===== config.mk =====
export PLATFORM = sky130hd
export DESIGN_NAME = demux_1x8_reg_n
export DESIGN_NICKNAME = d
export VERILOG_FILES = /design/src/rtl/demux_1x8_reg_n.sv
export SDC_FILE = /design/constraint.sdc
export NUM_CORES = 1
export LEC_CHECK = 0
export BUFFER_PORTS_ARGS = -buffer_cell sky130_fd_sc_hd__buf_2
export CAP_MARGIN = 20
export CORE_ASPECT_RATIO = 1.2
export CORE_MARGIN = 2
export CORE_UTILIZATION = 25
export CTS_CLUSTER_DIAMETER = 80
export DETAILED_ROUTE_END_ITERATION = 10
export GPL_TIMING_DRIVEN = 0
export SLEW_MARGIN = 20
export SYNTH_ARGS = -nofsm -noshare
export SYNTH_HDL_FRONTEND = slang
export SYNTH_SLANG_ARGS = --single-unit

===== constraint.sdc =====
create_clock -name clock -period 1.47 [get_ports clock]
set_input_delay 0.294 -clock clock [delete_from_list [all_inputs] [get_ports clock]]
set_output_delay 0.294 -clock clock [all_outputs]
set_load 0.02 [all_outputs]

===== src/rtl/demux_1x8_reg_n.sv =====
// Registered 1-to-8 demultiplexer: writes D into one of eight holding registers
// chosen by SEL or an auto-increment pointer, tracking written slots and fill completion.
module demux_1x8_reg_n #(
    parameter int unsigned BITS = 4
) (
    input  logic            clock,
    input  logic            reset,
    input  logic            clear,
    input  logic            load,
    input  logic            auto,
    input  logic [2:0]      SEL,
    input  logic [BITS-1:0] D,
    output logic [BITS-1:0] Q0,
    output logic [BITS-1:0] Q1,
    output logic [BITS-1:0] Q2,
    output logic [BITS-1:0] Q3,
    output logic [BITS-1:0] Q4,
    output logic [BITS-1:0] Q5,
    output logic [BITS-1:0] Q6,
    output logic [BITS-1:0] Q7,
    output logic [7:0]      valid,
    output logic [2:0]      ptr,
    output logic            full,
    output logic            done
);

    localparam int unsigned NUM_SLOTS = 8;
    localparam int unsigned PTR_W     = 3;

    logic [BITS-1:0]      bank_q [NUM_SLOTS];
    logic [BITS-1:0]      bank_d [NUM_SLOTS];
    logic [NUM_SLOTS-1:0] valid_q, valid_d;
    logic [PTR_W-1:0]     ptr_q, ptr_d;
    logic                 full_q, full_d;
    logic                 done_q, done_d;
    logic [PTR_W-1:0]     dest_c;
    logic [NUM_SLOTS-1:0] dest_onehot_c;

    // Next-state: clear wins over load; done fires only on the edge that completes the bank.
    always_comb begin
        dest_c        = auto ? ptr_q : SEL;
        dest_onehot_c = NUM_SLOTS'(1) << dest_c;
        bank_d        = bank_q;
        valid_d       = valid_q;
        ptr_d         = ptr_q;
        done_d        = 1'b0;
        if (clear) begin
            for (int i = 0; i < NUM_SLOTS; i++) begin
                bank_d[i] = '0;
            end
            valid_d = '0;
            ptr_d   = '0;
        end else if (load) begin
            bank_d[dest_c] = D;
            valid_d        = valid_q | dest_onehot_c;
            if (auto) begin
                ptr_d = ptr_q + PTR_W'(1);
            end
            done_d = ~full_q & (&(valid_q | dest_onehot_c));
        end
        full_d = &valid_d;
    end

    always_ff @(posedge clock) begin
        if (reset) begin
            for (int i = 0; i < NUM_SLOTS; i++) begin
                bank_q[i] <= '0;
            end
            valid_q <= '0;
            ptr_q   <= '0;
            full_q  <= 1'b0;
            done_q  <= 1'b0;
        end else begin
            for (int i = 0; i < NUM_SLOTS; i++) begin
                bank_q[i] <= bank_d[i];
            end
            valid_q <= valid_d;
            ptr_q   <= ptr_d;
            full_q  <= full_d;
            done_q  <= done_d;
        end
    end

    assign Q0    = bank_q[0];
    assign Q1    = bank_q[1];
    assign Q2    = bank_q[2];
    assign Q3    = bank_q[3];
    assign Q4    = bank_q[4];
    assign Q5    = bank_q[5];
    assign Q6    = bank_q[6];
    assign Q7    = bank_q[7];
    assign valid = valid_q;
    assign ptr   = ptr_q;
    assign full  = full_q;
    assign done  = done_q;

endmodule


==> results of run 1 <==
-- registers in the layout (all words and copies together) (netlist names), 3 cells and up --
signal	count
valid	8
Q0	4
Q1	4
Q2	4
Q3	4
Q4	4
Q5	4
Q6	4
Q7	4
ptr	3
-- power groups by stage --
stage               registers (W)  clock network [W]  logic, W
finish                    0.00123           0.000749  0.000246
global route              0.00124           0.000831  0.000268
CTS                       0.00124           0.000779  0.000229
detailed placement        0.00127                  0  0.000207
global placement          0.00127                  0  0.000206
floorplan                 0.00128                  0  0.000124
-- critical path, stage by stage (launching register included) --
cell	delay, ps
dfxtp_4	380
nor2_4	120
a21oi_2	80
or2_1	250
buf_6	130
a221oi_4	290
nor4b_4	220
-- routing by layer --
| layer | GRT usage | wire length (um) | up-vias | share of wire |
|---|---|---|---|---|
| met2 | 0.2135 | 2610 | 46 | 0.50 |
| met3 | 0.03125 | 290 | 5 | 0.056 |
| met4 | 0.02978 | 45 | 0 | 0.0086 |
| met1 | 0.1611 | 2270 | 792 | 0.44 |
| met5 | 0 | 0 | - | 0 |
| li1 | - | - | 834 | - |
-- stage by stage --
stage	worst slack, ps	instances
2_1_floorplan	-14.68	205
3_3_place_gp	-488.7	347
3_5_place_dp	-517.2	347
4_1_cts	-99.53	360
5_1_grt	-149.6	365
6_report	-96.50	365
-- cells in the mapped netlist (2+ instances only) --
| master | count |
|---|---|
| nand4_1 | 3 |
| or2_2 | 5 |
| mux2_4 | 2 |
| a31oi_1 | 2 |
| clkbuf_1 | 11 |
| mux2i_2 | 2 |
| o32ai_1 | 2 |
| mux2i_1 | 32 |
| nand2_1 | 9 |
| nor2_1 | 40 |
| nor4_1 | 2 |
| nand3_1 | 4 |
| dfxtp_1 | 45 |
| buf_2 | 4 |
| a21oi_1 | 12 |
| a22oi_1 | 2 |
| inv_1 | 9 |
-- cell type report --
class / instances / area (sq um)
Tap cell: 90 / 112.6
Fill cell: 776 / 4732
Clock inverter: 1 / 7.507
Sequential cell: 45 / 912.1
Clock buffer: 7 / 76.32
Inverter: 9 / 33.78
Multi-Input combinational cell: 134 / 1016
Buffer: 14 / 78.83
Timing Repair Buffer: 65 / 390.4
-- kinds of logic after synthesis --
kind of cell,Yosys count
xor+xnor,2
simple gates,69
flops,45
compound gates,25
fa+ha+maj,1
mux,37
buf+inv,26
-- path summary, 6_finish.rpt --
check / slack (ps) / cells after the start / to
worst max-delay path: -100 / 6 / full$_SDFF_PP0_
worst min-delay path: 450 / 3 / Q7[3]$_SDFFE_PP0P_
worst max register to register: -100 / 6 / full$_SDFF_PP0_
worst min register to register: 500 / 2 / done$_SDFF_PP0_
-- repair_timing --
item | in CTS | in global routing
setup endpoints to repair | 28 | 25
gates resized for setup | 9 | 15
pin swaps | 4 | 8
cloned | 0 | 0
setup buffers | 7 | 6
==> results.ini, run 1 <==
[power_and_ir_drop]
p_clk_frac=0.336
p_leak_nw=1.295
finalPower_w=0.002230
p_seq_frac=0.554
peakVddDrop_mv=0.6271
p_sw_frac=0.2560
power_density_nw_per_um2=848.8
comb_power_share=0.110
p_int_w=0.001659
p_sw_w=0.0005709

[worst_setup_path]
cp.arrival_ps=1770
cp_max_fo=6
r2r-start=ptr[0]$_SDFFE_PP0P_
required_ps=1670
crit_path_start_kind=flip-flop
criticalPathCategory=flip-flop to flip-flop
setup.worst_path.start=ptr[0]$_SDFFE_PP0P_
cp-end-kind=flip-flop

[timing]
layout_setup_ws_ps=-96.50
min_period_over_period=1.066
whs_ps=453.7
period_minus_slack_ps=1567
finClkSkew_ps=13.26
tightest_slew_ps=576.8
final_hold_viol_count=0
max_freq_mhz=638.4
setup_viol_count_final=4
slew_headroom=0.6155
slew_viol_final=0
tns_ps=-130.5
rsz0062_at_grt=yes

[yosys]
synth_area_leader_cell=dfxtp_1
synthSimpleGateAreaFrac=0.1647
synth_xor_area_frac=0.009150
yosysUniqueCellTypes=36
ys_seq_area_frac=0.4706
synth.area.top_cells=dfxtp_1 47%, mux2i_1 17%, nor2_1 7.8%
netlist.area_leader.share=0.4706
synth_ff_type=dfxtp_1
async_reset_ff_frac=0
syn_area_sq_um=1914
yosysWarnings=0
syn_inst=205
synth_edf_count=0
synth_top_family_by_area=multiplexers
synthAdderAreaFrac=0.006536
yosys-mux-area-fraction=0.2033
postSynthAreaPerCell_sq_um=9.338
synth-compound-area-share=0.08627
synth_seq_cells=45
synthesis.nets=218

[min_path]
hp-class=input port to flip-flop
min_from=D[3]

[floorplanning]
core_area_sq_um=7360
ios=57
fp.dieH_um=99.86
rows=34
die_x_um=83.88
dieArea_sq_um=8376
start_util=0.2601

[layout]
num_antenna_cells=0
final_cell_mix=53 x buf_2, 42 x dfxtp_1, 39 x nor2_1, 32 x mux2i_1, 12 x clkbuf_1
areaGrowthSynthToFinish_pct=37.25
final_cell_area_sq_um=2628
fin_util=0.3570
final_common_cell=buf_2
fin_nets=287
drive_gt1_frac=0.3745

[placement]
dpl.hpwl_um=3798
postPlaceCellArea_sq_um=2311
gp_congestion=0.8549
portBuffers=52

[route]
final_antenna_net_count=0
drt_wl_total_um=5217
vias=1677
first_pass_iters=5
vias_per_cell=4.595
drc=0
drt_iter0_drc=69
wl_per_cell_um=14.29

[clock_network]
clkLatencyLatePin_ps=300
cts.path.max_buffers=2
cts_sinks=45
h-tree-depth=2
path_clk_slew_ps=90
ctsRootBufferMaster=clkbuf_8
postCtsHoldBufs=0
cts_buffers=5
cts_tree=done

[global_routing]
grt_pass1_vias=1596
gr-total-overflow=0
grt_pass1_wl_um=8349
grt_antenna_before_repair=0
grt_max_degree=14
grtUsageTotal=0.1256

[status]
violations=negative setup slack
status=finished with violations

[run]
drv_cap=0

No activity file was read; power rests on OpenSTA's default activity.
==> inputs of run 2 (changes only) <==
Settings changed: ABC_CLOCK_PERIOD_IN_PS set to 1470, CAP_MARGIN 20 to 10, REMOVE_ABC_BUFFERS set to 1.
==> run 2 against run 1 <==
The run still ends with negative setup slack left; fmax rose by 5.0%; sequential power barely moved; sequential share of layout area rose by 2.2 points; non-clock buffer count fell by 15; critical endpoint unchanged; largest cell class unchanged; die area did not move; combinational power fell by 9.3%; utilization fell by 2.3 points; critical path depth fell by 1; global-route usage fell by 0.80 points; register-to-register slack improved by 70 ps.
==> results.ini, run 2 (synthesis results as in run 1) <==
[timing]
period_minus_slack_ps=1492
min_period_over_period=1.015
setup_viol_count_final=1
slew_viol_final=0
layout_setup_ws_ps=-21.56
max_freq_mhz=670.4
slew_headroom=0.6442
tightest_slew_ps=533.7
final_hold_viol_count=0
finClkSkew_ps=4.809
rsz0062_at_grt=yes

[worst_setup_path]
crit_buf_inv=1
max_stage_delay_ps=370
r2r_end=full$_SDFF_PP0_
r2r-start=ptr[2]$_SDFFE_PP0P_
setup.worst_path.start=ptr[2]$_SDFFE_PP0P_
r2r_slack_ps=-20
cp.arrival_ps=1700
r2r_cells=5
criticalPathCategory=flip-flop to flip-flop
crit_family=flip-flops
crit_path_start_kind=flip-flop
cp_max_fo=6
required_ps=1680
crit_slowest_cell=dfxtp_4
cp-end-kind=flip-flop
crit_chain=mux2_4 > buf_4 > o32ai_2 > a22oi_1 > nor4b_2

[layout]
areaGrowthSynthToFinish_pct=28.56
fin_nets=272
fin_util=0.3344
largest_reg_flops=8
final_cells=350
num_antenna_cells=0
final_common_cell=buf_2
drive_gt1_frac=0.3538
final_cell_mix=55 x buf_2, 42 x dfxtp_1, 40 x nor2_1, 32 x mux2i_1, 11 x a21oi_1

[floorplanning]
dieArea_sq_um=8376
start_util=0.2601
rows=34
die_x_um=83.88
core_area_sq_um=7360
ios=57
fp.dieH_um=99.86

[min_path]
min_path_cells=3
hp-class=input port to flip-flop
hold_end=ptr[1]$_SDFFE_PP0P_
min_from=auto

[route]
drt_iter0_drc=78
vias=1659
final_antenna_net_count=0
drc=0
vias_per_cell=4.740
drt_wl_total_um=4909
first_pass_iters=4
wl_per_cell_um=14.03

[power_and_ir_drop]
p_leak_nw=1.209
peakVddDrop_mv=0.4160
power_density_nw_per_um2=895.0

[global_routing]
grt_antenna_before_repair=0
grtUsageTotal=0.1176
grt_max_degree=46
grt_pass1_vias=1489
gr-total-overflow=0
grt_pass1_wl_um=7741

[placement]
dpl.hpwl_um=3382
placed_cells=334
portBuffers=56
gp_congestion=0.8663

[clock_network]
cts_sinks=45
ctsRootBufferMaster=clkbuf_8
postCtsHoldBufs=0
path_clk_slew_ps=80
cts_tree=done
cts_buffers=5
clkLatencyLatePin_ps=290
h-tree-depth=2
cts.path.max_buffers=2

[status]
status=finished with violations
violations=negative setup slack

[run]
drv_cap=0

[run 2: cell types whose count changed in the layout (fill, tap and decap cells not counted), sizes merged]
cell,delta
clkbuf,-11
buf,-4
[run 2: worst max path at each step]
stage                       to  slack [ps]  cells past startpoint
2_1_floorplan  full$_SDFF_PP0_        -230                      5
3_3_place_gp   full$_SDFF_PP0_        -640                      6
3_5_place_dp   full$_SDFF_PP0_        -640                      6
4_1_cts        full$_SDFF_PP0_         -90                      5
5_1_grt        full$_SDFF_PP0_         -70                      5
6_report       full$_SDFF_PP0_         -20                      5
[run 2: timing repair]
action                                  in CTS  in global routing
endpoints found under the setup margin      37                 34
buffers inserted                             3                  5
resized for setup                            8                 14
pin swaps                                    2                  5
[run 2: metal layers]
| metal | track usage | vias up | share of wire |
|---|---|---|---|
| met5 | 0 | - | 0 |
| met4 | 0.03970 | 0 | 0.015 |
| met3 | 0.03125 | 8 | 0.056 |
| met2 | 0.1828 | 56 | 0.47 |
| met1 | 0.1589 | 788 | 0.46 |
| li1 | - | 807 | - |
[run 2: worst reg2reg max path, cell delays in order (launching register included)]
cell,delay (ps)
dfxtp_4,370
mux2_4,310
buf_4,160
o32ai_2,190
a22oi_1,140
nor4b_2,250
[run 2: report_power, final]
part	switching, W	internal [W]	total [W]	leakage, nW
registers	0.00000892	0.00123	0.00123	0.365
logic	0.000137	0.0000856	0.000223	0.806
clock network	0.000408	0.000337	0.000745	0.0385
[run 2: cell type report]
cell class / instances / area (sq um)
clock inverter: 1 / 7.507
multi-input combinational: 134 / 962.2
clock buffer: 7 / 76.32
timing repair buffer: 64 / 359.1
inverter: 9 / 33.78
fill: 790 / 4898
tap: 90 / 112.6
sequential: 45 / 909.6
[run 2: per-stage QoR]
stage                     hold WS [ps]  cell area [sq um]  total power [W]  worst slack [ps]  TNS [ps]
after global placement           471.2               2227         0.001456            -644.6    -15690
after detailed placement         484.1               2227         0.001457            -643.3    -16610
after global routing             391.2               2461         0.002327            -69.67    -267.6
final                            381.5               2461         0.002203            -21.56    -21.56
after CTS                        360.2               2364         0.002223            -87.17    -110.4
after floorplan                  437.9               1834         0.001376            -229.2    -709.4
==> inputs of run 3 (changes only) <==
Settings changed: CTS_BUF_LIST set to sky130_fd_sc_hd__clkbuf_4, CTS_CLUSTER_DIAMETER 80 to not set, MAX_ROUTING_LAYER set to met4.
==> run 3 against run 2 <==
The flow still finishes with violations (negative setup slack); clock-buffer cell count shrank 2; global-route usage grew 0.54 points; sequential share of layout area grew 0.56 points; design area shrank 1.2%; critical endpoint unchanged; flip-flop and latch count is the same; combinational power is essentially flat; highest routed layer unchanged; non-clock buffer count grew 1; worst hold slack lost 71 ps; critical path type unchanged; worst setup slack gained 2.7 ps; die area is the same; clock skew is essentially flat.
==> results.ini, run 3 (synthesis results as in run 1) <==
[status]
status=finished with violations
violations=negative setup slack

[floorplanning]
core_area_sq_um=7360
fp.dieH_um=99.86
rows=34
start_util=0.2601
die_x_um=83.88
dieArea_sq_um=8376
ios=57

[worst_setup_path]
required_ps=1750
cp-endpoint=full$_SDFF_PP0_
crit_path_start_kind=flip-flop
criticalPathCategory=flip-flop to flip-flop
r2r_cells=5
r2r_slack_ps=-20
cp.arrival_ps=1770
r2r_end=full$_SDFF_PP0_
r2r-start=ptr[2]$_SDFFE_PP0P_
cp-end-kind=flip-flop
cp_max_fo=8
setup.worst_path.start=ptr[2]$_SDFFE_PP0P_

[power_and_ir_drop]
p_sw_frac=0.2670
comb_power_share=0.111
peakVddDrop_mv=0.3849
p_seq_frac=0.609
p_sw_w=0.0005416
p_clk_frac=0.280
p_leak_nw=1.195
p_int_w=0.001487
power_density_nw_per_um2=834.2

[global_routing]
gr-total-overflow=0
grt_pass1_wl_um=7866
grt_max_degree=46
top_usage_layer=met2
met1_usage=0.1605
met2_usage=0.1865
grtUsageTotal=0.1230
use_met3=0.03372
grt_antenna_before_repair=0
grt_pass1_vias=1515

[timing]
final_hold_viol_count=0
layout_setup_ws_ps=-18.82
period_minus_slack_ps=1489
max_freq_mhz=671.7
setup_viol_count_final=1
whs_ps=310.7
tightest_slew_ps=536.3
finClkSkew_ps=5.266
min_period_over_period=1.013
slew_headroom=0.6425
rsz0062_at_grt=yes
slew_viol_final=0

[clock_network]
clkLatencyLatePin_ps=350
cts_sinks=45
postCtsHoldBufs=0
path_clk_slew_ps=130
ctsRootBufferMaster=clkbuf_4
h-tree-depth=2
cts_tree=done
cts_buffers=5
cts.path.max_buffers=2

[layout]
fin_util=0.3303
final_cell_mix=55 x buf_2, 42 x dfxtp_1, 40 x nor2_1, 32 x mux2i_1, 11 x a21oi_1
areaGrowthSynthToFinish_pct=26.99
final_cells=350
final_common_cell=buf_2
num_antenna_cells=0
largest_reg_flops=8
drive_gt1_frac=0.3615
fin_nets=273

[placement]
gp_congestion=0.8464
dpl.hpwl_um=3365
portBuffers=56
place_ws_ps=-637.3
placed_cells=334

[route]
drt_iter0_drc=43
drc=0
final_antenna_net_count=0
wl_per_cell_um=14.11
drt_wl_total_um=4938
vias=1614
first_pass_iters=4
vias_per_cell=4.611

[run]
drv_cap=0

[min_path]
hp-class=input port to flip-flop

run 3: changes by cell type in the layout (fill, tap and decap cells not counted), sizes merged:
cell and delta:
clkbuf -1, clkinv +1
run 3: metrics by stage:
step                      area (sq um)  power, W  TNS, ps
after floorplan                   1834  0.001376   -709.4
after global placement            2227  0.001456   -15730
after detailed placement          2227  0.001457   -16290
after CTS                         2333  0.002044   -107.4
after global routing              2431  0.002143   -275.9
final                             2431  0.002028   -18.82
run 3: worst min-delay path by stage:
stage                     endpoint  slack (ps)  depth (start not counted)               start
6_report        Q5[3]$_SDFFE_PP0P_         310                          3                D[3]
5_1_grt         Q6[0]$_SDFFE_PP0P_         290                          3                D[0]
4_1_cts        ptr[1]$_SDFFE_PP0P_         300                          3                load
3_5_place_dp    Q7[3]$_SDFFE_PP0P_         480                          2  Q7[3]$_SDFFE_PP0P_
3_3_place_gp    Q6[1]$_SDFFE_PP0P_         470                          2  Q6[1]$_SDFFE_PP0P_
2_1_floorplan   Q0[0]$_SDFFE_PP0P_         440                          2                D[0]
run 3: per-layer routing:
metal  vias to the layer above  part of all wire
li1                        807                 -
met1                       753              0.48
met2                        47              0.46
met3                         7             0.050
met4                         0             0.016
met5                         -                 0
run 3: critical path, stage by stage, from the launching register on:
cell	delay (ps)
dfxtp_4	390
mux2_4	230
nand2_4	60
or2_4	290
a221oi_2	240
nor4b_2	210
run 3: timing repair:
item                       CTS  global route
gates resized for setup      9            12
setup endpoints to repair   35            29
buffers inserted             3             6
pin swaps                    3             5
run 3: power by group through the flow:
stage          Sequential, W  Clock (W)  Combinational (W)
2_1_floorplan        0.00128          0          0.0000952
5_1_grt              0.00124   0.000660           0.000245
4_1_cts              0.00124   0.000603           0.000203
3_5_place_dp         0.00127          0           0.000190
3_3_place_gp         0.00127          0           0.000190
6_report             0.00124   0.000567           0.000226
run 3: cell type report:
cell class                      instances  area [sq um]
Fill cell                             778          4928
Timing Repair Buffer                   65         362.8
Clock buffer                            5         37.54
Clock inverter                          2         11.26
Tap cell                               90         112.6
Inverter                                9         33.78
Multi-Input combinational cell        134         960.9
Sequential cell                        45         912.1
